### config.mk
export PLATFORM = sky130hd
export DESIGN_NAME = alu_control
export DESIGN_NICKNAME = d
export VERILOG_FILES = /design/src/rtl/alu_control.sv
export SDC_FILE = /design/constraint.sdc
export NUM_CORES = 1
export LEC_CHECK = 0
export BUFFER_PORTS_ARGS = -buffer_cell sky130_fd_sc_hd__buf_2
export CORE_AREA = 5 5 42 44
export CTS_CLUSTER_DIAMETER = 100
export DETAILED_ROUTE_END_ITERATION = 7
export DIE_AREA = 0 0 47 49
export GPL_TIMING_DRIVEN = 0
export PLACE_DENSITY = 0.33
export SLEW_MARGIN = 10
export SYNTH_ARGS = -nofsm -noshare
export SYNTH_HDL_FRONTEND = slang
export SYNTH_SLANG_ARGS = --single-unit
### constraint.sdc
create_clock -name clk -period 1.7 [get_ports clk]
set_input_delay 0.255 -clock clk [delete_from_list [all_inputs] [get_ports clk]]
set_output_delay 0.255 -clock clk [all_outputs]
set_load 0.03 [all_outputs]
### src/rtl/alu_control.sv
// ALU control decoder for the 16-bit MIPS-style CPU: maps the main-control ALU opcode
// and the R-type function field to a registered 3-bit ALU operation select.
module alu_control (
   input  logic       clk,
   input  logic       reset,
   input  logic [2:0] alu_op,
   input  logic [2:0] func,
   output logic [2:0] alu_ctrl,
   output logic       illegal_func
);

   // ALU operation encoding seen by the datapath; 3'b111 is reserved
   typedef enum logic [2:0] {
      ALU_AND = 3'b000,
      ALU_ADD = 3'b001,
      ALU_SUB = 3'b010,
      ALU_XOR = 3'b011,
      ALU_NOR = 3'b100,
      ALU_OR  = 3'b101,
      ALU_SLT = 3'b110
   } alu_sel_e;

   // Main-control opcodes
   typedef enum logic [2:0] {
      OP_MEM    = 3'b000,
      OP_NORI   = 3'b001,
      OP_BRANCH = 3'b010,
      OP_ANDI   = 3'b011,
      OP_RTYPE  = 3'b100,
      OP_SLTI   = 3'b101,
      OP_ADDI   = 3'b110,
      OP_ORI    = 3'b111
   } alu_op_e;

   alu_sel_e ctrl_next;
   logic     illegal_next;

   always_comb begin
      // NOTE: every output of this block gets a default first, so no path leaves a
      // value unassigned and no latch is inferred.
      ctrl_next    = ALU_ADD;
      illegal_next = 1'b0;
      case (alu_op)
         OP_MEM:    ctrl_next = ALU_ADD;
         OP_NORI:   ctrl_next = ALU_NOR;
         OP_BRANCH: ctrl_next = ALU_SUB;
         OP_ANDI:   ctrl_next = ALU_AND;
         OP_SLTI:   ctrl_next = ALU_SLT;
         OP_ADDI:   ctrl_next = ALU_ADD;
         OP_ORI:    ctrl_next = ALU_OR;
         OP_RTYPE: begin
            case (func)
               3'b000:  ctrl_next = ALU_AND;
               3'b001:  ctrl_next = ALU_ADD;
               3'b010:  ctrl_next = ALU_SUB;
               3'b011:  ctrl_next = ALU_XOR;
               3'b100:  ctrl_next = ALU_NOR;
               3'b101:  ctrl_next = ALU_OR;
               3'b110:  ctrl_next = ALU_SLT;
               // Undefined function: fall back to a harmless ADD and raise the flag
               default: begin
                  ctrl_next    = ALU_ADD;
                  illegal_next = 1'b1;
               end
            endcase
         end
         default:   ctrl_next = ALU_ADD;
      endcase
   end

   always_ff @(posedge clk) begin
      // NOTE: state registers use non-blocking assignments so every flop samples
      // pre-edge values regardless of statement order.
      if (reset) begin
         alu_ctrl     <= ALU_ADD;
         illegal_func <= 1'b0;
      end else begin
         alu_ctrl     <= ctrl_next;
         illegal_func <= illegal_next;
      end
   end

endmodule

# Yosys cells after proc, flatten, opt, wreduce, memory -nomap -nowiden
# Index checks and enable logic that the tools add are counted.
# totals
input_bits	8
word_cells	24
register_bits	4
out_inout_bits	4
# classes
bitwise_logic	1
reduce_logical	5
eq_ne	13
mux	3
# op_table
operator	count
== test 3 bit (second input constant)	7
case mux 3 bit (7 select lines)	1
case mux 3 bit (6 select lines)	1
== test 3 x 2 -> 1 bit (second input constant)	4
OR reduction 7 bit	1
== test 3 x 1 -> 1 bit (second input constant)	2
logical NOT 3 bit	2
OR reduction 2 bit	2
2-to-1 mux 1 bit	1
NOT 1 bit	1

# Logic depth before layout (Yosys ltp)
# Gate-level depths: netlist of the first run.
# depth
depth_word	3
depth_mapped	2
ltp_nobuf	2

# Least setup slack after synthesis of the first run
# Ideal clock, no wire load.
# synth_path
path_type	input -> register
startpoint	input port alu_op[2]
endpoint	register alu_ctrl[1]
setup_ps	120
slack_ps	943
arrival_time_ps	637
cell_stages	2
n_path_buf	0
t_required_ps	1580
cell_sequence	nor3b_1 a211o_1
# synth_between
elab_chain_len	3
elab_cells_between_ends	10
classes_between	eq/ne: 7; mux: 1; reduce/logical: 2
# synth_rtl
item	line	source
start: declaration	6	input logic [2:0] alu_op,
== test 3 bit or logical NOT 3 bit (tied branches)	43	case (alu_op)
OR reduction 2 bit (no source line)	--	
case mux 3 bit (7 select lines) *	43	
end signal: assignment	78	alu_ctrl <= ctrl_next;
end: declaration	8	output logic [2:0] alu_ctrl,
# Every way passes the cells marked *; elsewhere a longest branch is shown, timed or not.
# A chain may end at the register's enable or synchronous reset.

# Worst setup path after layout of the first run
# layout_path
startpoint	register alu_ctrl[2]
endpoint	output port alu_ctrl[2]
# No word-level cell between the ends.

==> impl_metrics.yaml, run 1 <==
clock_tree:
  clock-root-buffer: "clkbuf_4"
  cts.htree.levels: 1
  clk_pin_slew_ns: 0.04
  numCtsBuffers: 3
  clock_sinks: 4
  cts_tree: "built"
  cts_resized: 0
  cts_setup_buffers: 0
  postCtsHoldBufs: 0
  cts.path.max_buffers: 2
power:
  p_leak_nw: 0.134
  power.total_mw: 0.261
  power_density_mw_per_mm2: 925
  vdd_drop_max_uv: 174
worst_setup_path:
  worst-path-max-fanout: 1
  path_delay_family: "flip-flops"
  slowest_delay_ns: 0.29
  cp_slowest_cell: "dfxtp_1"
  end_kind: "output pin"
  crit_buf_inv: 1
  path_cells: "buf_2"
  crit_path_start_kind: "flip-flop"
  path_class: "reg -> out"
  cp-startpoint: "alu_ctrl[2]"
  crit_required_ns: 1.44
  cp.arrival_ns: 0.71
grt:
  grt_use_total: 0.0500
  grt_pass1_wl_um: 731
  grt_pass1_vias: 176
  grt_max_degree: 8
  antenna_found_initial: 0
  gr-total-overflow: 0
drt:
  detail_route.first_pass.iterations: 1
  post_drt_wl_per_cell_um: 10.1
  drt.antenna.violating_nets: 0
  drt-initial-drc-count: 0
  vias: 196
  avgViaCountPerCell: 4.00
  route.detailed.drc: 0
  wirelength_um: 495
hold_path:
  hold_start: "alu_op[0]"
  hold_class: "in -> reg"
logic_synthesis:
  syn_nets: 27
  synthDistinctLibCells: 15
  synth_common_cells: "dfxtp_1 (4), nor2b_1 (2)"
  yosysSeqAreaShare: 0.432
  syn_area_sq_um: 185
  synth_top_flop_cell: "dfxtp_1"
  yosys_warnings: 0
  syn_area_per_cell_sq_um: 9.75
  ys_seq_elements: 4
  synth.most_common_cell: "dfxtp_1"
  synthTopCellsByArea: "dfxtp_1 (43%), nor2b_1 (6.8%), nor4bb_1 (5.4%)"
  synth_top_cell_area_share: 0.432
  syn_inst: 19
  async_flop_share: 0
  synth_top_area_cell: "dfxtp_1"
  synth-edff-count: 0
cells_and_area:
  syn_to_final_growth_pct: 52.7
  antenna_cells: 0
  drive_gt1_frac: 0.424
  num-fill-cells: 170
  instances_no_fill: 49
  nNetsFinal: 43
sta:
  max_freq_mhz: 1040
  setup_viol: 0
  worst_pin_slew_ns: 0.250
  hold_violations: 0
  maxSlewHeadroom: 0.831
  drv_slew: 0
  period_minus_slack_ns: 0.965
  final.period_utilization: 0.567
  rsz0062_at_grt: "no"
  worst_slack_ns: 0.735
  hold_slack_ns: 0.255
  fin_setup_tns_ns: 0
floorplan:
  die_h_um: 49
  die_x_um: 47
  core_sq_mm: 0.00140
  initial_core_util: 0.132
  io_pins: 12
  row_count: 14
  die_area_sq_mm: 0.00230
job:
  drv_cap: 0
placed_design:
  post-place-ws_ns: 0.763
  io_buffers: 11
  dpl.hpwl_um: 400
  place_congestion: 0.703
  placedCellCount: 46
status:
  outcome: "completed"
==> report_power, final <==
group          leakage (nW)  internal (mW)  total, mW  switching, mW
sequential           0.0330         0.0995      0.100       0.000823
clock                0.0138         0.0788      0.116         0.0367
combinational        0.0876         0.0182     0.0456         0.0274
total                 0.134          0.197      0.261         0.0649
==> logic make-up (layout without fill, tap and decap cells) <==
kind of cell	Yosys count	after routing	synth area share
AOI/OAI and AO/OA	6	6	0.243
DFF	4	4	0.432
and+or+nand+nor	8	8	0.304
buffers and inverters	1	15	0.0203
==> cells in the final DEF (no fill, tap or decap) <==
cell type	instances
buf_2	11
dfxtp_1	4
clkbuf_4	3
nor2b_1	2
a21boi_0	1
nor3b_1	1
nor4b_1	1
nor4bb_1	1
a211o_1	1
inv_1	1
nand3b_1	1
a21o_1	1
o32ai_1	1
a21oi_1	1
o31ai_1	1
nand2_1	1
nor4_1	1
==> layer usage <==
layer,wire [um],global-route usage,share of wire,vias to the layer above
met4,17,0.0691,0.034,0
met3,102,0.0332,0.21,2
met1,198,0.0593,0.40,77
met2,177,0.0452,0.36,14
met5,0,0,0,-
li1,-,-,-,103
==> final timing paths <==
| kind | endpoint | slack (ns) | cells past startpoint |
|---|---|---|---|
| max | alu_ctrl[2] | 0.74 | 1 |
| min | illegal_func | 0.25 | 2 |
==> state kept, by name, summed over array words and instances, names as in the netlist <==
register      count
alu_ctrl          3
illegal_func      1
==> layout make-up <==
cell class | instances | area [sq um] | share of cell area
Tap cell | 16 | 20.0 | 0.0708
Multi-Input combinational cell | 14 | 101 | 0.358
Clock buffer | 3 | 22.5 | 0.0796
Inverter | 1 | 3.75 | 0.0133
Timing Repair Buffer | 11 | 55.1 | 0.195
Sequential cell | 4 | 80.1 | 0.283
==> through the flow <==
stage / area [sq um] / util
CTS: 283 / 0.202
global route: 283 / 0.202
floorplan: 185 / -
detailed placement: 260 / 0.186
global placement: 260 / 0.186
finish: 283 / 0.202
(Power assumes the default switching activity.)
==> inputs of run 2 (changes only) <==
--- a/config.mk
+++ b/config.mk
@@ -11,7 +11,7 @@
 export DETAILED_ROUTE_END_ITERATION = 7
 export DIE_AREA = 0 0 47 49
 export GPL_TIMING_DRIVEN = 0
-export PLACE_DENSITY = 0.33
+export PLACE_DENSITY = 0.34
 export SLEW_MARGIN = 10
 export SYNTH_ARGS = -nofsm -noshare
 export SYNTH_HDL_FRONTEND = slang
==> constraint.sdc (replaced) <==
create_clock -name clk -period 0.85 [get_ports clk]
set_input_delay 0.1275 -clock clk [delete_from_list [all_inputs] [get_ports clk]]
set_output_delay 0.1275 -clock clk [all_outputs]
set_load 0.03 [all_outputs]
==> run 2 against run 1 <==
Routed wire length up 7.3%; non-clock buffer count unchanged; cell count unchanged; critical endpoint unchanged.
==> impl_metrics.yaml, run 2 (synthesis gave the netlist of run 1 again) <==
worst_setup_path:
  path_delay_family: "flip-flops"
  cp.arrival_ns: 0.68
  crit_buf_inv: 1
  cp_slowest_cell: "dfxtp_1"
  worst-path-max-fanout: 1
  path_cells: "buf_4"
  crit_path_start_kind: "flip-flop"
  crit_required_ns: 0.72
  path_class: "reg -> out"
  end_kind: "output pin"
  slowest_delay_ns: 0.30
placed_design:
  post-place-ws_ns: 0.0252
  io_buffers: 11
  place_congestion: 0.704
  dpl.hpwl_um: 443
  placed_area_sq_um: 260
clock_tree:
  clock-root-buffer: "clkbuf_4"
  postCtsHoldBufs: 0
  clk_pin_slew_ns: 0.04
  cts.htree.levels: 1
  cts_tree: "built"
  numCtsBuffers: 3
  cts_setup_buffers: 0
  clock_sinks: 4
  cts.path.max_buffers: 2
sta:
  hold_violations: 0
  max_freq_mhz: 1240
  hold_slack_ns: 0.139
  period_minus_slack_ns: 0.807
  drv_slew: 0
  fin_setup_tns_ns: 0
  setup_viol: 0
  worst_slack_ns: 0.0428
  final.period_utilization: 0.950
  maxSlewHeadroom: 0.832
  worst_pin_slew_ns: 0.249
  rsz0062_at_grt: "no"
grt:
  grt_use_total: 0.0542
  grt_max_degree: 8
  gr-total-overflow: 0
  antenna_found_initial: 0
  grt_pass1_vias: 225
  grt_pass1_wl_um: 807
floorplan:
  die_x_um: 47
  io_pins: 12
  core_sq_mm: 0.00140
  initial_core_util: 0.132
  die_h_um: 49
  die_area_sq_mm: 0.00230
  row_count: 14
drt:
  dr.max_layer_used: "met4"
  vias: 208
  avgViaCountPerCell: 4.24
  met2_length_um: 228
  drt.antenna.violating_nets: 0
  wirelength_um: 531
  wirelength_met1_um: 225
  detail_route.first_pass.iterations: 2
  wl_met3_um: 73
  post_drt_wl_per_cell_um: 10.8
  drt-initial-drc-count: 3
  route.detailed.drc: 0
cells_and_area:
  nNetsFinal: 43
  regMostFlops: "alu_ctrl"
  final_common_cell: "buf_2"
  reg_top3: "alu_ctrl (3), illegal_func (1)"
  fin_area_sq_um: 293
  largest_reg_flops: 3
  drive_gt1_frac: 0.424
  final_cell_mix: "buf_2 (7), dfxtp_1 (4), buf_4 (4)"
  antenna_cells: 0
  syn_to_final_growth_pct: 58.1
power:
  p_int_mw: 0.399
  vdd_drop_max_uv: 239
  p_switching_mw: 0.129
  power_density_mw_per_mm2: 1800
  p_leak_nw: 0.136
  pwr-share-clk: 0.432
  seqPwrFrac: 0.383
  p_sw_frac: 0.244
  p_comb_frac: 0.185
job:
  drv_cap: 0
status:
  outcome: "completed"
hold_path:
  hold_class: "in -> reg"
## run 2: cell types whose count changed in the layout (fill, tap and decap cells not counted)
cell,before,now
buf_4,0,4
buf_2,11,7
## run 2: power groups by stage
| stage | clock, mW | sequential, mW | combinational [mW] |
|---|---|---|---|
| floorplan | 0 | 0.226 | 0.0253 |
| finish | 0.228 | 0.202 | 0.0975 |
| global route | 0.252 | 0.202 | 0.106 |
| CTS | 0.243 | 0.202 | 0.0979 |
| global placement | 0 | 0.203 | 0.0897 |
| detailed placement | 0 | 0.204 | 0.0923 |
## run 2: layer usage
metal,vias to the layer above,global-route usage
met3,2,0.0332
li1,103,-
met4,0,0.0922
met5,-,0
met1,91,0.0548
met2,12,0.0520
## run 2: area by class of cell
type	count	area, sq um
fill	164	1110
inverter	1	3.75
multi-input combinational	14	101
sequential	4	80.1
clock buffer	3	22.5
tap	16	20.0
timing repair buffer	11	65.1
## run 2: final timing paths
check | start | slack, ns | cells past startpoint | endpoint
max | alu_ctrl[2] | 0.04 | 1 | alu_ctrl[2]
min | alu_op[0] | 0.14 | 2 | illegal_func
## run 2: metrics by stage
step | total power, mW | instances | util
after floorplan | 0.251 | 19 | -
after global placement | 0.293 | 46 | 0.186
after detailed placement | 0.297 | 46 | 0.186
after CTS | 0.543 | 49 | 0.209
after global routing | 0.560 | 49 | 0.209
final | 0.527 | 49 | 0.209
## run 2: what timing repair did
| action | in CTS | in global routing |
|---|---|---|
| endpoints found under the hold margin | 0 | 0 |
| endpoints found under the setup margin | 4 | 0 |
| gates resized for setup | 4 | 0 |
==> inputs of run 3 (changes only) <==
--- a/config.mk
+++ b/config.mk
@@ -5,6 +5,7 @@
 export SDC_FILE = /design/constraint.sdc
 export NUM_CORES = 1
 export LEC_CHECK = 0
+export ABC_AREA = 1
 export BUFFER_PORTS_ARGS = -buffer_cell sky130_fd_sc_hd__buf_2
 export CORE_AREA = 5 5 42 44
 export CTS_CLUSTER_DIAMETER = 100
==> run 3 against run 2 <==
Global-route usage is 0.63 points lower; design area stayed put; first-iteration DRC count is 100% higher; maximum frequency hardly changed; highest routed layer unchanged; utilization stayed put; routed wire length is 14% lower; power is 2.1% lower.
==> impl_metrics.yaml, run 3 <==
status:
  outcome: "completed"
sta:
  period_minus_slack_ns: 0.807
  final.period_utilization: 0.950
  drv_slew: 0
  rsz0062_at_grt: "no"
  hold_slack_ns: 0.0892
  worst_pin_slew_ns: 0.161
  max_freq_mhz: 1240
  hold_violations: 0
  setup_viol: 0
  maxSlewHeadroom: 0.892
  fin_setup_tns_ns: 0
power:
  p_comb_frac: 0.180
  vdd_drop_max_uv: 334
  p_leak_nw: 0.154
  pwr-share-clk: 0.432
  power.total_mw: 0.516
  seqPwrFrac: 0.388
  p_sw_frac: 0.240
  power_density_mw_per_mm2: 1760
  p_switching_mw: 0.124
  p_int_mw: 0.392
grt:
  grt_use_total: 0.0479
  grt_max_degree: 5
  met3_usage: 0.0258
  gr-total-overflow: 0
  antenna_found_initial: 0
  grt_pass1_wl_um: 703
  grt_pass1_vias: 191
  grt-busiest-layer: "met4"
  grt_use_met1: 0.0527
  use_met2: 0.0498
clock_tree:
  clk_pin_slew_ns: 0.03
  postCtsHoldBufs: 0
  cts_tree: "built"
  cts.htree.levels: 1
  clock_sinks: 4
  numCtsBuffers: 3
  cts.path.max_buffers: 2
  cts_setup_buffers: 0
  clock-root-buffer: "clkbuf_4"
cells_and_area:
  fin_area_sq_um: 293
  final_cell_mix: "buf_2 (7), nand2_1 (6), nor2_1 (6)"
  utilization: 0.209
  antenna_cells: 0
  final_common_cell: "buf_2"
  regMostFlops: "alu_ctrl"
  largest_reg_flops: 3
  nNetsFinal: 52
  reg_top3: "alu_ctrl (3), illegal_func (1)"
  syn_to_final_growth_pct: 58.1
  drive_gt1_frac: 0.381
worst_setup_path:
  path_cells: "buf_4"
  path_delay_family: "flip-flops"
  path_class: "reg -> out"
  cp.arrival_ns: 0.68
  crit_path_start_kind: "flip-flop"
  end_kind: "output pin"
  cp_slowest_cell: "dfxtp_1"
  slowest_delay_ns: 0.30
  crit_buf_inv: 1
  worst-path-max-fanout: 1
  crit_required_ns: 0.72
drt:
  vias: 207
  detail_route.first_pass.iterations: 4
  drt-initial-drc-count: 6
  avgViaCountPerCell: 3.57
  wirelength_um: 457
  route.detailed.drc: 0
  drt.antenna.violating_nets: 0
  post_drt_wl_per_cell_um: 7.88
floorplan:
  die_area_sq_mm: 0.00230
  die_h_um: 49
  die_x_um: 47
  row_count: 14
  initial_core_util: 0.132
  core_sq_mm: 0.00140
  io_pins: 12
logic_synthesis:
  synth_top_cell_area_share: 0.432
  synth_common_cells: "nand2_1 (6), nor2_1 (6), dfxtp_1 (4), inv_1 (4), nand3_1 (2)"
  synthTopCellsByArea: "dfxtp_1 (43%), nand2_1 (12%), nor2_1 (12%)"
  synth_top_flop_cell: "dfxtp_1"
  yosys_warnings: 0
  synth-edff-count: 0
  syn_nets: 36
  syn_area_per_cell_sq_um: 6.61
  synthDistinctLibCells: 11
  ys_seq_elements: 4
  synth_top_area_cell: "dfxtp_1"
  async_flop_share: 0
  syn_area_sq_um: 185
  yosysSeqAreaShare: 0.432
  syn_inst: 28
placed_design:
  place_congestion: 0.655
  placed_area_sq_um: 260
  io_buffers: 11
  dpl.hpwl_um: 387
hold_path:
  hold_class: "in -> reg"
job:
  drv_cap: 0
[run 3: worst paths after layout]
kind	startpoint	end	depth (start not counted)
max	alu_ctrl[1]	alu_ctrl[1]	1
min	reset	alu_ctrl[2]	2
[run 3: per-stage QoR]
step / instances / worst slack (ns)
6_report: 58 / 0.0427
3_5_place_dp: 55 / 0.122
2_1_floorplan: 28 / 0.263
4_1_cts: 58 / 0.00245
3_3_place_gp: 55 / 0.107
5_1_grt: 58 / 0.00440
[run 3: cell families after synthesis]
logic type             count (synthesis)  synth area share
and+or+nand+nor                       17             0.392
DFF                                    4             0.432
buffers and inverters                  4            0.0811
AOI/OAI and AO/OA                      3            0.0946
[run 3: power groups by stage]
stage | Combinational, mW | Sequential, mW | Clock [mW]
after global routing | 0.104 | 0.201 | 0.249
after floorplan | 0.0299 | 0.222 | 0
after CTS | 0.0904 | 0.200 | 0.240
after detailed placement | 0.0887 | 0.203 | 0
after global placement | 0.0888 | 0.203 | 0
final | 0.0928 | 0.200 | 0.223
[run 3: per-layer routing]
metal	wire, um	vias to the layer above
met5	0	-
met4	6	0
met3	92	2
met2	161	13
met1	197	76
li1	-	116
[run 3: what timing repair did]
| item | in CTS | in global routing |
|---|---|---|
| pin swaps | 0 | 0 |
| endpoints found under the setup margin | 2 | 2 |
| gates cloned | 0 | 0 |
| gates resized for setup | 2 | 4 |
[run 3: layout make-up]
| cell class | instances | area, sq um |
|---|---|---|
| Clock buffer | 3 | 22.5 |
| Fill cell | 161 | 1110 |
| Inverter | 4 | 15.0 |
| Multi-Input combinational cell | 20 | 90.1 |
| Sequential cell | 4 | 80.1 |
| Tap cell | 16 | 20.0 |
| Timing Repair Buffer | 11 | 65.1 |
